File: config.mk
export PLATFORM = sky130hd
export DESIGN_NAME = sc_trigger_ctrl
export DESIGN_NICKNAME = d
export VERILOG_FILES = /design/src/rtl/sc_trigger_ctrl_pkg.sv /design/src/rtl/sc_trigger_ctrl_timer.sv /design/src/rtl/sc_trigger_ctrl.sv
export SDC_FILE = /design/constraint.sdc
export NUM_CORES = 1
export LEC_CHECK = 0
export CAP_MARGIN = 40
export CORE_MARGIN = 2
export CORE_UTILIZATION = 58
export DETAILED_ROUTE_END_ITERATION = 12
export HOLD_SLACK_MARGIN = 0.12
export PLACE_DENSITY = 0.86
export SLEW_MARGIN = 20
export SYNTH_ARGS = -nofsm -noshare
export SYNTH_HDL_FRONTEND = slang
export SYNTH_SLANG_ARGS = --single-unit
export TNS_END_PERCENT = 30
File: constraint.sdc
create_clock -name clk -period 5.71 [get_ports clk]
set_input_delay 1.142 -clock clk [delete_from_list [all_inputs] [get_ports clk]]
set_output_delay 1.142 -clock clk [all_outputs]
set_load 0.03 [all_outputs]
File: src/rtl/sc_trigger_ctrl_pkg.sv
// ---------------------------------------------------------------------------
// sc_trigger_ctrl_pkg
// Shared definitions for the Schmidl-Cox trigger controller:
//   - settings-bus register offsets relative to the block base address
//   - CTRL register bit positions
//   - controller state encoding (3 bits)
//   - address helper used by the register decode
// ---------------------------------------------------------------------------
package sc_trigger_ctrl_pkg;

    // Register offsets from BASE
    localparam logic [7:0] SR_CTRL    = 8'd0;
    localparam logic [7:0] SR_HOLDOFF = 8'd1;
    localparam logic [7:0] SR_TIMEOUT = 8'd2;
    localparam logic [7:0] SR_THRESH  = 8'd3;

    // CTRL register bit indices
    localparam int unsigned CTRL_ENABLE_BIT  = 0;
    localparam int unsigned CTRL_ONESHOT_BIT = 1;
    localparam int unsigned CTRL_REARM_BIT   = 2;

    // Controller states
    typedef enum logic [2:0] {
        ST_IDLE    = 3'd0,
        ST_SEARCH  = 3'd1,
        ST_FORWARD = 3'd2,
        ST_HOLDOFF = 3'd3,
        ST_DONE    = 3'd4
    } sc_state_e;

    // Absolute settings-bus address of a register; the bus is 8 bits wide,
    // so the base wraps modulo 256 like the address decoder does.
    function automatic logic [7:0] sc_reg_addr(input int base, input logic [7:0] offset);
        logic [7:0] base_s;
        base_s = 8'(base);
        return base_s + offset;
    endfunction

endpackage

File: src/rtl/sc_trigger_ctrl_timer.sv
// ---------------------------------------------------------------------------
// sc_sample_timer
// Sample counter with a programmable limit. Counts sample_stb pulses while
// run is high and signals expire on the sample that completes the count.
//   clk        in   clock
//   aresetn    in   asynchronous active-low reset
//   clear      in   synchronous counter clear (wins over counting)
//   run        in   counting window
//   sample_stb in   one pulse per consumed sample
//   limit      in   number of samples to expire; 0 never expires
//   expire     out  combinational, high on the sample_stb that hits the limit
// The comparison is ">= limit-1" so that lowering the limit below the
// current count expires on the very next sample instead of wrapping.
// ---------------------------------------------------------------------------
module sc_sample_timer #(
    parameter int CNT_W = 24
) (
    input  logic             clk,
    input  logic             aresetn,
    input  logic             clear,
    input  logic             run,
    input  logic             sample_stb,
    input  logic [CNT_W-1:0] limit,
    output logic             expire
);

    logic [CNT_W-1:0] cnt_r;
    logic             expire_s;

    // Expiry decode against the live limit value
    always_comb begin
        expire_s = 1'b0;
        if (run && sample_stb && (limit != {CNT_W{1'b0}}) &&
            (cnt_r >= (limit - CNT_W'(1)))) begin
            expire_s = 1'b1;
        end else begin
            expire_s = 1'b0;
        end
    end

    // Sample counter: cleared on demand or on expiry, else counts samples
    always_ff @(posedge clk or negedge aresetn) begin
        if (!aresetn) begin
            cnt_r <= {CNT_W{1'b0}};
        end else if (clear) begin
            cnt_r <= {CNT_W{1'b0}};
        end else if (run && sample_stb) begin
            if (expire_s) begin
                cnt_r <= {CNT_W{1'b0}};
            end else begin
                cnt_r <= cnt_r + CNT_W'(1);
            end
        end else begin
            cnt_r <= cnt_r;
        end
    end

    assign expire = expire_s;

endmodule

File: src/rtl/sc_trigger_ctrl.sv
// ---------------------------------------------------------------------------
// sc_trigger_ctrl
// Sequences the Schmidl-Cox detector between the peak finder and the
// periodic framer. Forwards at most one trigger per burst, then drops
// triggers for a holdoff of HOLDOFF samples. Runs a search timeout, supports
// one-shot or continuous arming, and publishes the peak-finder threshold.
// Ports:
//   clk, aresetn                     clock, async active-low reset
//   set_stb/set_addr/set_data        settings bus (regs BASE+0..BASE+3)
//   sample_stb                       one pulse per framer sample
//   i_tdata/i_tlast/i_tvalid/i_tready  trigger input from peak finder
//   o_tdata/o_tlast/o_tvalid/o_tready  gated trigger to framer
//   thresh                           threshold scalar for peak finder
//   armed                            high while searching
//   timeout_stb                      one-cycle pulse on search timeout
//   det_count                        forwarded-trigger count (wraps)
// ---------------------------------------------------------------------------
module sc_trigger_ctrl
    import sc_trigger_ctrl_pkg::*;
#(
    parameter int          BASE        = 0,
    parameter int          CNT_W       = 24,
    parameter logic [31:0] THRESH_INIT = 32'd131072
) (
    input  logic        clk,
    input  logic        aresetn,
    input  logic        set_stb,
    input  logic [7:0]  set_addr,
    input  logic [31:0] set_data,
    input  logic        sample_stb,
    input  logic [31:0] i_tdata,
    input  logic        i_tlast,
    input  logic        i_tvalid,
    output logic        i_tready,
    output logic [31:0] o_tdata,
    output logic        o_tlast,
    output logic        o_tvalid,
    input  logic        o_tready,
    output logic [31:0] thresh,
    output logic        armed,
    output logic        timeout_stb,
    output logic [15:0] det_count
);

    localparam logic [7:0] ADDR_CTRL    = sc_reg_addr(BASE, SR_CTRL);
    localparam logic [7:0] ADDR_HOLDOFF = sc_reg_addr(BASE, SR_HOLDOFF);
    localparam logic [7:0] ADDR_TIMEOUT = sc_reg_addr(BASE, SR_TIMEOUT);
    localparam logic [7:0] ADDR_THRESH  = sc_reg_addr(BASE, SR_THRESH);

    // Settings registers
    logic             enable_r;
    logic             oneshot_r;
    logic [CNT_W-1:0] holdoff_r;
    logic [CNT_W-1:0] timeout_r;
    logic [31:0]      thresh_r;

    // Write decode
    logic wr_ctrl_s;
    logic wr_holdoff_s;
    logic wr_timeout_s;
    logic wr_thresh_s;
    logic rearm_s;

    // FSM
    sc_state_e state_r;
    sc_state_e state_next_s;
    logic      capture_s;
    logic      handshake_s;
    logic      timeout_hit_s;

    // Timers
    logic t_run_s;
    logic h_run_s;
    logic t_expire_s;
    logic h_expire_s;

    // Registered outputs
    logic [31:0] o_tdata_r;
    logic        o_tlast_r;
    logic        o_tvalid_r;
    logic        i_tready_r;
    logic        armed_r;
    logic        timeout_stb_r;
    logic [15:0] det_count_r;

    // Settings-bus address decode; rearm is a pulse straight off the strobe
    always_comb begin
        wr_ctrl_s    = set_stb && (set_addr == ADDR_CTRL);
        wr_holdoff_s = set_stb && (set_addr == ADDR_HOLDOFF);
        wr_timeout_s = set_stb && (set_addr == ADDR_TIMEOUT);
        wr_thresh_s  = set_stb && (set_addr == ADDR_THRESH);
        rearm_s      = wr_ctrl_s && set_data[CTRL_REARM_BIT];
    end

    // Settings register file; new values take effect from the next cycle
    always_ff @(posedge clk or negedge aresetn) begin
        if (!aresetn) begin
            enable_r  <= 1'b0;
            oneshot_r <= 1'b0;
            holdoff_r <= {CNT_W{1'b0}};
            timeout_r <= {CNT_W{1'b0}};
            thresh_r  <= THRESH_INIT;
        end else begin
            if (wr_ctrl_s) begin
                enable_r  <= set_data[CTRL_ENABLE_BIT];
                oneshot_r <= set_data[CTRL_ONESHOT_BIT];
            end else begin
                enable_r  <= enable_r;
                oneshot_r <= oneshot_r;
            end
            if (wr_holdoff_s) begin
                holdoff_r <= set_data[CNT_W-1:0];
            end else begin
                holdoff_r <= holdoff_r;
            end
            if (wr_timeout_s) begin
                timeout_r <= set_data[CNT_W-1:0];
            end else begin
                timeout_r <= timeout_r;
            end
            if (wr_thresh_s) begin
                thresh_r <= set_data;
            end else begin
                thresh_r <= thresh_r;
            end
        end
    end

    // Timers only run in their own state and are held clear elsewhere, so
    // every entry into SEARCH/HOLDOFF starts from zero.
    always_comb begin
        t_run_s = (state_r == ST_SEARCH);
        h_run_s = (state_r == ST_HOLDOFF);
    end

    sc_sample_timer #(.CNT_W(CNT_W)) u_timeout_timer (
        .clk        (clk),
        .aresetn    (aresetn),
        .clear      (!t_run_s),
        .run        (t_run_s),
        .sample_stb (sample_stb),
        .limit      (timeout_r),
        .expire     (t_expire_s)
    );

    sc_sample_timer #(.CNT_W(CNT_W)) u_holdoff_timer (
        .clk        (clk),
        .aresetn    (aresetn),
        .clear      (!h_run_s),
        .run        (h_run_s),
        .sample_stb (sample_stb),
        .limit      (holdoff_r),
        .expire     (h_expire_s)
    );

    // State register
    always_ff @(posedge clk or negedge aresetn) begin
        if (!aresetn) begin
            state_r <= ST_IDLE;
        end else begin
            state_r <= state_next_s;
        end
    end

    // Next-state logic and per-cycle events
    always_comb begin
        state_next_s  = state_r;
        capture_s     = 1'b0;
        handshake_s   = 1'b0;
        timeout_hit_s = 1'b0;
        case (state_r)
            ST_IDLE: begin
                if (enable_r) begin
                    state_next_s = ST_SEARCH;
                end else begin
                    state_next_s = ST_IDLE;
                end
            end
            ST_SEARCH: begin
                if (!enable_r) begin
                    state_next_s = ST_IDLE;
                end else if (i_tvalid && i_tready_r) begin
                    // A trigger beats a coincident timeout
                    capture_s    = 1'b1;
                    state_next_s = ST_FORWARD;
                end else if (t_expire_s) begin
                    timeout_hit_s = 1'b1;
                    state_next_s  = ST_SEARCH;
                end else begin
                    state_next_s = ST_SEARCH;
                end
            end
            ST_FORWARD: begin
                // Disable is deferred until the framer has taken the trigger
                if (o_tready && o_tvalid_r) begin
                    handshake_s = 1'b1;
                    if (!enable_r) begin
                        state_next_s = ST_IDLE;
                    end else if (holdoff_r != {CNT_W{1'b0}}) begin
                        state_next_s = ST_HOLDOFF;
                    end else if (oneshot_r) begin
                        state_next_s = ST_DONE;
                    end else begin
                        state_next_s = ST_SEARCH;
                    end
                end else begin
                    state_next_s = ST_FORWARD;
                end
            end
            ST_HOLDOFF: begin
                // A holdoff rewritten to zero mid-count ends on the next sample
                if (!enable_r) begin
                    state_next_s = ST_IDLE;
                end else if (h_expire_s ||
                             ((holdoff_r == {CNT_W{1'b0}}) && sample_stb)) begin
                    if (oneshot_r) begin
                        state_next_s = ST_DONE;
                    end else begin
                        state_next_s = ST_SEARCH;
                    end
                end else begin
                    state_next_s = ST_HOLDOFF;
                end
            end
            ST_DONE: begin
                if (!enable_r) begin
                    state_next_s = ST_IDLE;
                end else if (rearm_s) begin
                    state_next_s = ST_SEARCH;
                end else begin
                    state_next_s = ST_DONE;
                end
            end
            default: begin
                state_next_s = ST_IDLE;
            end
        endcase
    end

    // Gated trigger output stage: capture in SEARCH, hold until handshake
    always_ff @(posedge clk or negedge aresetn) begin
        if (!aresetn) begin
            o_tvalid_r <= 1'b0;
            o_tdata_r  <= 32'h0000_0000;
            o_tlast_r  <= 1'b0;
        end else if (capture_s) begin
            o_tvalid_r <= 1'b1;
            o_tdata_r  <= i_tdata;
            o_tlast_r  <= i_tlast;
        end else if (handshake_s) begin
            o_tvalid_r <= 1'b0;
            o_tdata_r  <= o_tdata_r;
            o_tlast_r  <= o_tlast_r;
        end else begin
            o_tvalid_r <= o_tvalid_r;
            o_tdata_r  <= o_tdata_r;
            o_tlast_r  <= o_tlast_r;
        end
    end

    // Status outputs registered from the next state so they track state_r
    always_ff @(posedge clk or negedge aresetn) begin
        if (!aresetn) begin
            i_tready_r    <= 1'b1;
            armed_r       <= 1'b0;
            timeout_stb_r <= 1'b0;
        end else begin
            i_tready_r    <= (state_next_s != ST_FORWARD);
            armed_r       <= (state_next_s == ST_SEARCH);
            timeout_stb_r <= timeout_hit_s;
        end
    end

    // Forwarded-trigger counter, free-running wrap at 16 bits
    always_ff @(posedge clk or negedge aresetn) begin
        if (!aresetn) begin
            det_count_r <= 16'h0000;
        end else if (handshake_s) begin
            det_count_r <= det_count_r + 16'h0001;
        end else begin
            det_count_r <= det_count_r;
        end
    end

    assign i_tready    = i_tready_r;
    assign o_tdata     = o_tdata_r;
    assign o_tlast     = o_tlast_r;
    assign o_tvalid    = o_tvalid_r;
    assign thresh      = thresh_r;
    assign armed       = armed_r;
    assign timeout_stb = timeout_stb_r;
    assign det_count   = det_count_r;

endmodule

After elaboration in Yosys (flattened, before gate mapping)

Cells that the tools add are included.

Add/sub/neg operators: 5
Order comparisons: 2
Equality and inequality tests: 11
Multiplexer cells: 31
Reduce and logical (&&, ||, !) cells: 21

Operators with widths:

| kind                  | number |
|---|---|
| $mux 24               | 6 |
| $add 24x1->24 const B | 2 |
| $ge 24x24->1          | 2 |
| $reduce_bool 24->1    | 2 |
| $sub 24x1->24 const B | 2 |
| $logic_not 24->1      | 1 |
| $mux 3                | 8 |
| $add 16x1->16 const B | 1 |
| $eq 8x2->1 const B    | 2 |
| $pmux 3 s5            | 1 |
| $logic_and 1x1->1     | 14 |
| $mux 1                | 14 |
| $eq 8x1->1 const B    | 1 |
| $logic_not 8->1       | 1 |
| $eq 3x1->1 const B    | 2 |
| $eq 3x2->1 const B    | 2 |
| $mux 2                | 2 |
| $ne 2x2->1 const B    | 2 |
| $eq 3x3->1 const B    | 1 |
| $logic_not 3->1       | 1 |
| $ne 3x2->1 const B    | 1 |
| $reduce_bool 2->1     | 1 |
| $logic_or 1x1->1      | 1 |

Register bits after elaboration: 186
Bits of input ports: 79
Output and inout port bits: 85
Word-level logic and storage cells: 85

Logic depth before layout (Yosys ltp)

Word-level depth: 10
Mapped depth: 16
Depth with buffers taken out: 14

Hierarchy

From an unflattened synthesis, not the netlist that was laid out.

Cell total of the unflattened synthesis: 847
Area total of the unflattened synthesis: 9776.9 µm²

By module, submodules not included:

| module                             | instances | cells each | area an instance (µm²) | sequential area each (µm²) |
|---|---|---|---|---|
| sc_trigger_ctrl                    | 1         | 358        | 5479.0                 | 3455.8 |
| sc_sample_timer at u_holdoff_timer | 1         | 247        | 2193.4                 | 600.6 |
| sc_sample_timer at u_timeout_timer | 1         | 242        | 2104.5                 | 600.6 |

Worst setup path after synthesis

OpenSTA, ideal clock, no wires.

Kind: register to register
Start: register holdoff_r[9]
End: register u_holdoff_timer.cnt_r[19]
Setup time: 0.120 ns
Arrival time: 3.632 ns
Data required time: 5.590 ns
Path slack: 1.957 ns
Cell stages (with the launch flop): 15
Buffers on the path: 1
Clock period less this slack: 3.753 ns
Cell sequence: dfrtp_1 or4_4 or3_1 or3_1 nor4_1 xnor2_1 ha_1 nand4_1 nor4_1 o21ai_0 a31oi_1 o21ba_4 clkbuf_1 a21oi_1 a31o_2

Word-level cells in the longest chain between the ends: 7
Elaborated cells on any way between the ends: 9
Classes of those cells: add/sub: 1; order compare: 1; mux: 4; reduce/logical: 3

Ends and longest elaborated chain:

| element                                             | line                                                     | text |
|---|---|---|
| from (decl)                                         | sc_trigger_ctrl.sv:53                                    | `logic [CNT_W-1:0] holdoff_r;` |
| from (signal assigned)                              | sc_trigger_ctrl.sv:100                                   | `holdoff_r <= {CNT_W{1'b0}};` |
| from (signal assigned)                              | sc_trigger_ctrl.sv:112                                   | `holdoff_r <= set_data[CNT_W-1:0];` |
| from (signal assigned)                              | sc_trigger_ctrl.sv:114                                   | `holdoff_r <= holdoff_r;` |
| $sub 24x1->24 or $reduce_bool 24->1 (tied branches) | sc_trigger_ctrl_timer.sv:34, sc_trigger_ctrl_timer.sv:33 |  |
| $ge 24x24->1 or $logic_and 1x1->1 (tied branches)   | sc_trigger_ctrl_timer.sv:34, sc_trigger_ctrl_timer.sv:33 |  |
| $logic_and 1x1->1 (*)                               | sc_trigger_ctrl_timer.sv:33                              | `if (run && sample_stb && (limit != {CNT_W{1'b0}}) &&` |
| $mux 1 (*)                                          | sc_trigger_ctrl_timer.sv:33                              |  |
| $mux 24 (*)                                         | sc_trigger_ctrl_timer.sv:48                              | `if (expire_s) begin` |
| $mux 24 (*)                                         | sc_trigger_ctrl_timer.sv:47                              | `end else if (run && sample_stb) begin` |
| $mux 24 (*)                                         | sc_trigger_ctrl_timer.sv:45                              | `end else if (clear) begin` |
| to (signal assigned)                                | sc_trigger_ctrl_timer.sv:44                              | `cnt_r <= {CNT_W{1'b0}};` |
| to (signal assigned)                                | sc_trigger_ctrl_timer.sv:46                              | `cnt_r <= {CNT_W{1'b0}};` |
| to (signal assigned)                                | sc_trigger_ctrl_timer.sv:49                              | `cnt_r <= {CNT_W{1'b0}};` |
| to (decl)                                           | sc_trigger_ctrl_timer.sv:27                              | `logic [CNT_W-1:0] cnt_r;` |

Mark *: on every way between the ends. The rest lies on a longest branch, timed or not. The select of a mux whose other input is x is not followed.
A chain may end at the register's enable or synchronous reset.

Final worst setup path

Start: register timeout_r[3]
End: register u_timeout_timer.cnt_r[10]

Word-level cells in the longest chain between the ends: 7
Elaborated cells on any way between the ends: 9
Classes of those cells: add/sub: 1; order compare: 1; mux: 4; reduce/logical: 3

Ends and longest elaborated chain:

| element                                             | line                                                     | text |
|---|---|---|
| from (decl)                                         | sc_trigger_ctrl.sv:54                                    | `logic [CNT_W-1:0] timeout_r;` |
| from (signal assigned)                              | sc_trigger_ctrl.sv:101                                   | `timeout_r <= {CNT_W{1'b0}};` |
| from (signal assigned)                              | sc_trigger_ctrl.sv:117                                   | `timeout_r <= set_data[CNT_W-1:0];` |
| from (signal assigned)                              | sc_trigger_ctrl.sv:119                                   | `timeout_r <= timeout_r;` |
| $sub 24x1->24 or $reduce_bool 24->1 (tied branches) | sc_trigger_ctrl_timer.sv:34, sc_trigger_ctrl_timer.sv:33 |  |
| $ge 24x24->1 or $logic_and 1x1->1 (tied branches)   | sc_trigger_ctrl_timer.sv:34, sc_trigger_ctrl_timer.sv:33 |  |
| $logic_and 1x1->1 (*)                               | sc_trigger_ctrl_timer.sv:33                              |  |
| $mux 1 (*)                                          | sc_trigger_ctrl_timer.sv:33                              |  |
| $mux 24 (*)                                         | sc_trigger_ctrl_timer.sv:48                              |  |
| $mux 24 (*)                                         | sc_trigger_ctrl_timer.sv:47                              |  |
| $mux 24 (*)                                         | sc_trigger_ctrl_timer.sv:45                              |  |
| to (signal assigned)                                | sc_trigger_ctrl_timer.sv:44                              |  |
| to (signal assigned)                                | sc_trigger_ctrl_timer.sv:46                              |  |
| to (signal assigned)                                | sc_trigger_ctrl_timer.sv:49                              |  |
| to (decl)                                           | sc_trigger_ctrl_timer.sv:27                              |  |

Marked as above.

==> flow_summary_export.csv <==
group,metric,value,unit
sta,rsz0062_at_grt,"false",
drt,postRouteAntennaNets,0,
clock_network,cts_buffers,17,
floorplanning,start_util,58.7,%
final_layout,n_antenna_cell,0,
drt,dr.pass1.iters,5,
pwr,power.leakage,5.58,nW
sta,maxSlewHeadroom,43.1,%
clock_network,cts.path.max_buffers,2,
final_layout,utilization,72.9,%
sta,min_period,4.42,ns
clock_network,hold_buffers,0,
sta,tightest_slew,0.846,ns
sta,finalHoldViolCount,0,
sta,max_freq,226,MHz
synth,synth-seq-cells,186,
final_layout,layout.nets,1206,
global_route,antenna_found_initial,0,
setup_path,critPathKind,"reg2reg",
global_route,grt.overflow.total,0,
clock_network,cts_resized,0,
global_route,grt_pass1_vias,8005,
sta,fin_ws,1.29,ns
status,status,"complete, no violations",
floorplanning,core_area,17100,sq um
sta,post-route-period-util,77.4,%
clock_network,clock_latency,0.44,ns
pwr,peakVddDrop,293,uV
min_path,min_path_cells,1,
clock_network,clk_pin_slew_worst_paths,0.07,ns
run,cap_violations,0,
global_route,grtUsageTotal,27.9,%
floorplanning,die_y,136,microns
synth,syn_nets,1047,
setup_path,start_kind,"flop",
placed_design,gp_congestion,0.826,
min_path,hp-start,"det_count[13]$_DFFE_PN0P_",
clock_network,postCtsSetupBuffers,0,
drt,first_iter_violations,541,
synth,syn_area,10000,sq um
synth,async_flop_share,100,%
final_layout,seqCellArea,4660,sq um
drt,wirelength,24.9,mm
final_layout,layout-drive-gt1-share,16.8,%
sta,finalClockSkew,0.00991,ns
synth,ys_top_cells_by_area,"dfrtp_1 46%, mux2_2 13%, ha_1 6.7%",
drt,via_count,7898,
setup_path,crit_required,6.04,ns
placed_design,portBuffers,163,
floorplanning,die_w,136,microns
min_path,whs_endpoint,"det_count[13]$_DFFE_PN0P_",
setup_path,worstPathMaxFanout,17,
synth,synth_flop_cell,"dfrtp_1",
synth,ys_seq_area_share,46.4,%
global_route,grt_pass1_wl,40.2,mm
clock_network,cts_tree,"built",
placed_design,dp_hpwl,18.0,mm
pwr,totalPowerFinal,0.00439,W
sta,setup_tns,0,ns
setup_path,r2r_end,"u_timeout_timer.cnt_r[10]$_DFFE_PN0P_",
global_route,grt_max_degree,94,
floorplanning,die_area,18400,sq um
synth,synth-edff-count,0,
synth,yosysWarningCount,0,
placed_design,dpl_worst_slack,1.39,ns
synth,yosys.area.top_type,"dfrtp_1",
min_path,hp-class,"reg2reg",
final_layout,fillCellCount,1213,
synth,synth.distinct_cells,67,
clock_network,htreeDepth,4,
sta,setup_viol_count_final,0,
synth,synth_cells,914,
pwr,power.density,352,nW/um^2
setup_path,timing.rr.start,"timeout_r[3]$_DFFE_PN0P_",
synth,synth_top_area_share,45.9,%
final_layout,multiInputGateArea,5160,sq um
final_layout,syn_to_final_growth,24.3,%
clock_network,cts.sink_count,186,
clock_network,clockRootBuffer,"clkbuf_16",
drt,via_per_inst,6.02,
drt,wl_per_cell,19.0,microns
floorplanning,num_io_pins,164,
setup_path,r2r_slack,1.29,ns
drt,drc,0,
setup_path,reg2regPathDepth,13,
synth,syn_avg_cell_area,11.0,sq um
floorplanning,num_rows,48,
setup_path,cp.arrival,4.75,ns
setup_path,endpoint_kind,"flop",
sta,drv_slew,0,
[critical path: stages (launching register included)]
cell and delay [ns]:
dfrtp_1 0.42, or4_1 0.59, nor3_1 0.46, nand2_1 0.18, nor3_1 0.26, xnor2_1 0.16, ha_1 0.28, a211oi_1 0.20
o21ai_0 0.11, o2111ai_1 0.14, nand4_1 0.19, o31ai_4 0.66, nand3_4 0.29, o311ai_1 0.35
[cell families (layout without fill, tap and decap cells)]
group | count (synthesis) | count (layout) | synth area share [%]
xor+xnor | 58 | 58 | 5.06
flops | 186 | 186 | 46.4
mux | 114 | 114 | 12.8
buf+inv | 51 | 223 | 2.35
simple gates | 308 | 308 | 16.3
fa+ha+maj | 54 | 54 | 6.73
compound gates | 143 | 143 | 10.4
[cell usage after synthesis, types with 5 or more instances]
cell type,n
a211oi_1,7
a21oi_1,23
a31oi_1,8
a41oi_1,5
and2_1,7
and3_1,19
buf_6,5
clkbuf_1,20
dfrtp_1,184
ha_1,54
inv_1,19
mux2_2,114
nand2_1,71
nand3_1,32
nand4_1,25
nor2_1,51
nor2b_1,8
nor3_1,25
nor3b_1,11
nor4_1,22
o21a_1,13
o21ai_0,19
o311ai_1,14
o31ai_1,10
or3_1,6
xnor2_1,44
xor2_1,14
[stage by stage]
step / std cells / area, sq um / hold WS, ns
floorplan: 914 / 10000 / 0.496
finish: 1311 / 12500 / 0.490
CTS: 1311 / 12500 / 0.494
global route: 1311 / 12500 / 0.519
global placement: 1275 / 11800 / 0.460
detailed placement: 1279 / 11900 / 0.485
[sequential cells by signal, summed over array words and instances, names as in the netlist]
signal and count:
oneshot_r 1, armed 1, enable_r 1, timeout_stb 1, thresh 32, u_holdoff_timer.cnt_r 24, state_r 3, o_tvalid 1
i_tready 1, o_tdata 32, o_tlast 1, holdoff_r 24, det_count 16, u_timeout_timer.cnt_r 24, timeout_r 24
[layer usage]
| layer | part of all wire, % | vias up | GRT usage [%] |
|---|---|---|---|
| met5 | 0 | - | 0 |
| met4 | 2.9 | 0 | 11.0 |
| met3 | 6.3 | 64 | 7.44 |
| met2 | 49 | 258 | 44.7 |
| met1 | 42 | 3874 | 36.2 |
| li1 | - | 3702 | - |
[area by class of cell]
class | count | area share (%)
Multi-Input combinational cell | 677 | 41.4
Sequential cell | 186 | 37.3
Timing Repair Buffer | 172 | 13.9
Clock buffer | 18 | 3.52
Tap cell | 225 | 2.26
Clock inverter | 14 | 1.03
Inverter | 19 | 0.572
[report_power, final]
group	switching [W]	total, W	leakage [nW]	internal [W]
combinational	0.000887	0.00159	2.81	0.000698
clock	0.000570	0.00116	0.286	0.000589
sequential	0.000141	0.00165	2.48	0.00151
[worst max path at each step]
| stage | from | end | slack (ns) | cells after the start |
|---|---|---|---|---|
| floorplan | holdoff_r[9]$_DFFE_PN0P_ | u_holdoff_timer.cnt_r[19]$_DFFE_PN0P_ | 1.96 | 14 |
| global placement | timeout_r[3]$_DFFE_PN0P_ | u_timeout_timer.cnt_r[19]$_DFFE_PN0P_ | 1.20 | 13 |
| detailed placement | timeout_r[3]$_DFFE_PN0P_ | u_timeout_timer.cnt_r[17]$_DFFE_PN0P_ | 1.39 | 13 |
| CTS | timeout_r[3]$_DFFE_PN0P_ | u_timeout_timer.cnt_r[10]$_DFFE_PN0P_ | 1.33 | 13 |
| global route | timeout_r[3]$_DFFE_PN0P_ | u_timeout_timer.cnt_r[23]$_DFFE_PN0P_ | 0.95 | 13 |
| finish | timeout_r[3]$_DFFE_PN0P_ | u_timeout_timer.cnt_r[10]$_DFFE_PN0P_ | 1.29 | 13 |
[placed cells by master, fill, tap and decap left out, types with 23 or more instances in the layout]
cell,synthesis,routed
nand3_1,32,32
a21oi_1,23,23
nand2_1,71,71
mux2_2,114,114
nor2_1,51,51
nor3_1,25,24
nand4_1,25,25
dfrtp_1,184,184
ha_1,54,54
clkdlybuf4s50_1,0,162
xnor2_1,44,44
Power figures use the tool's default switching activity.
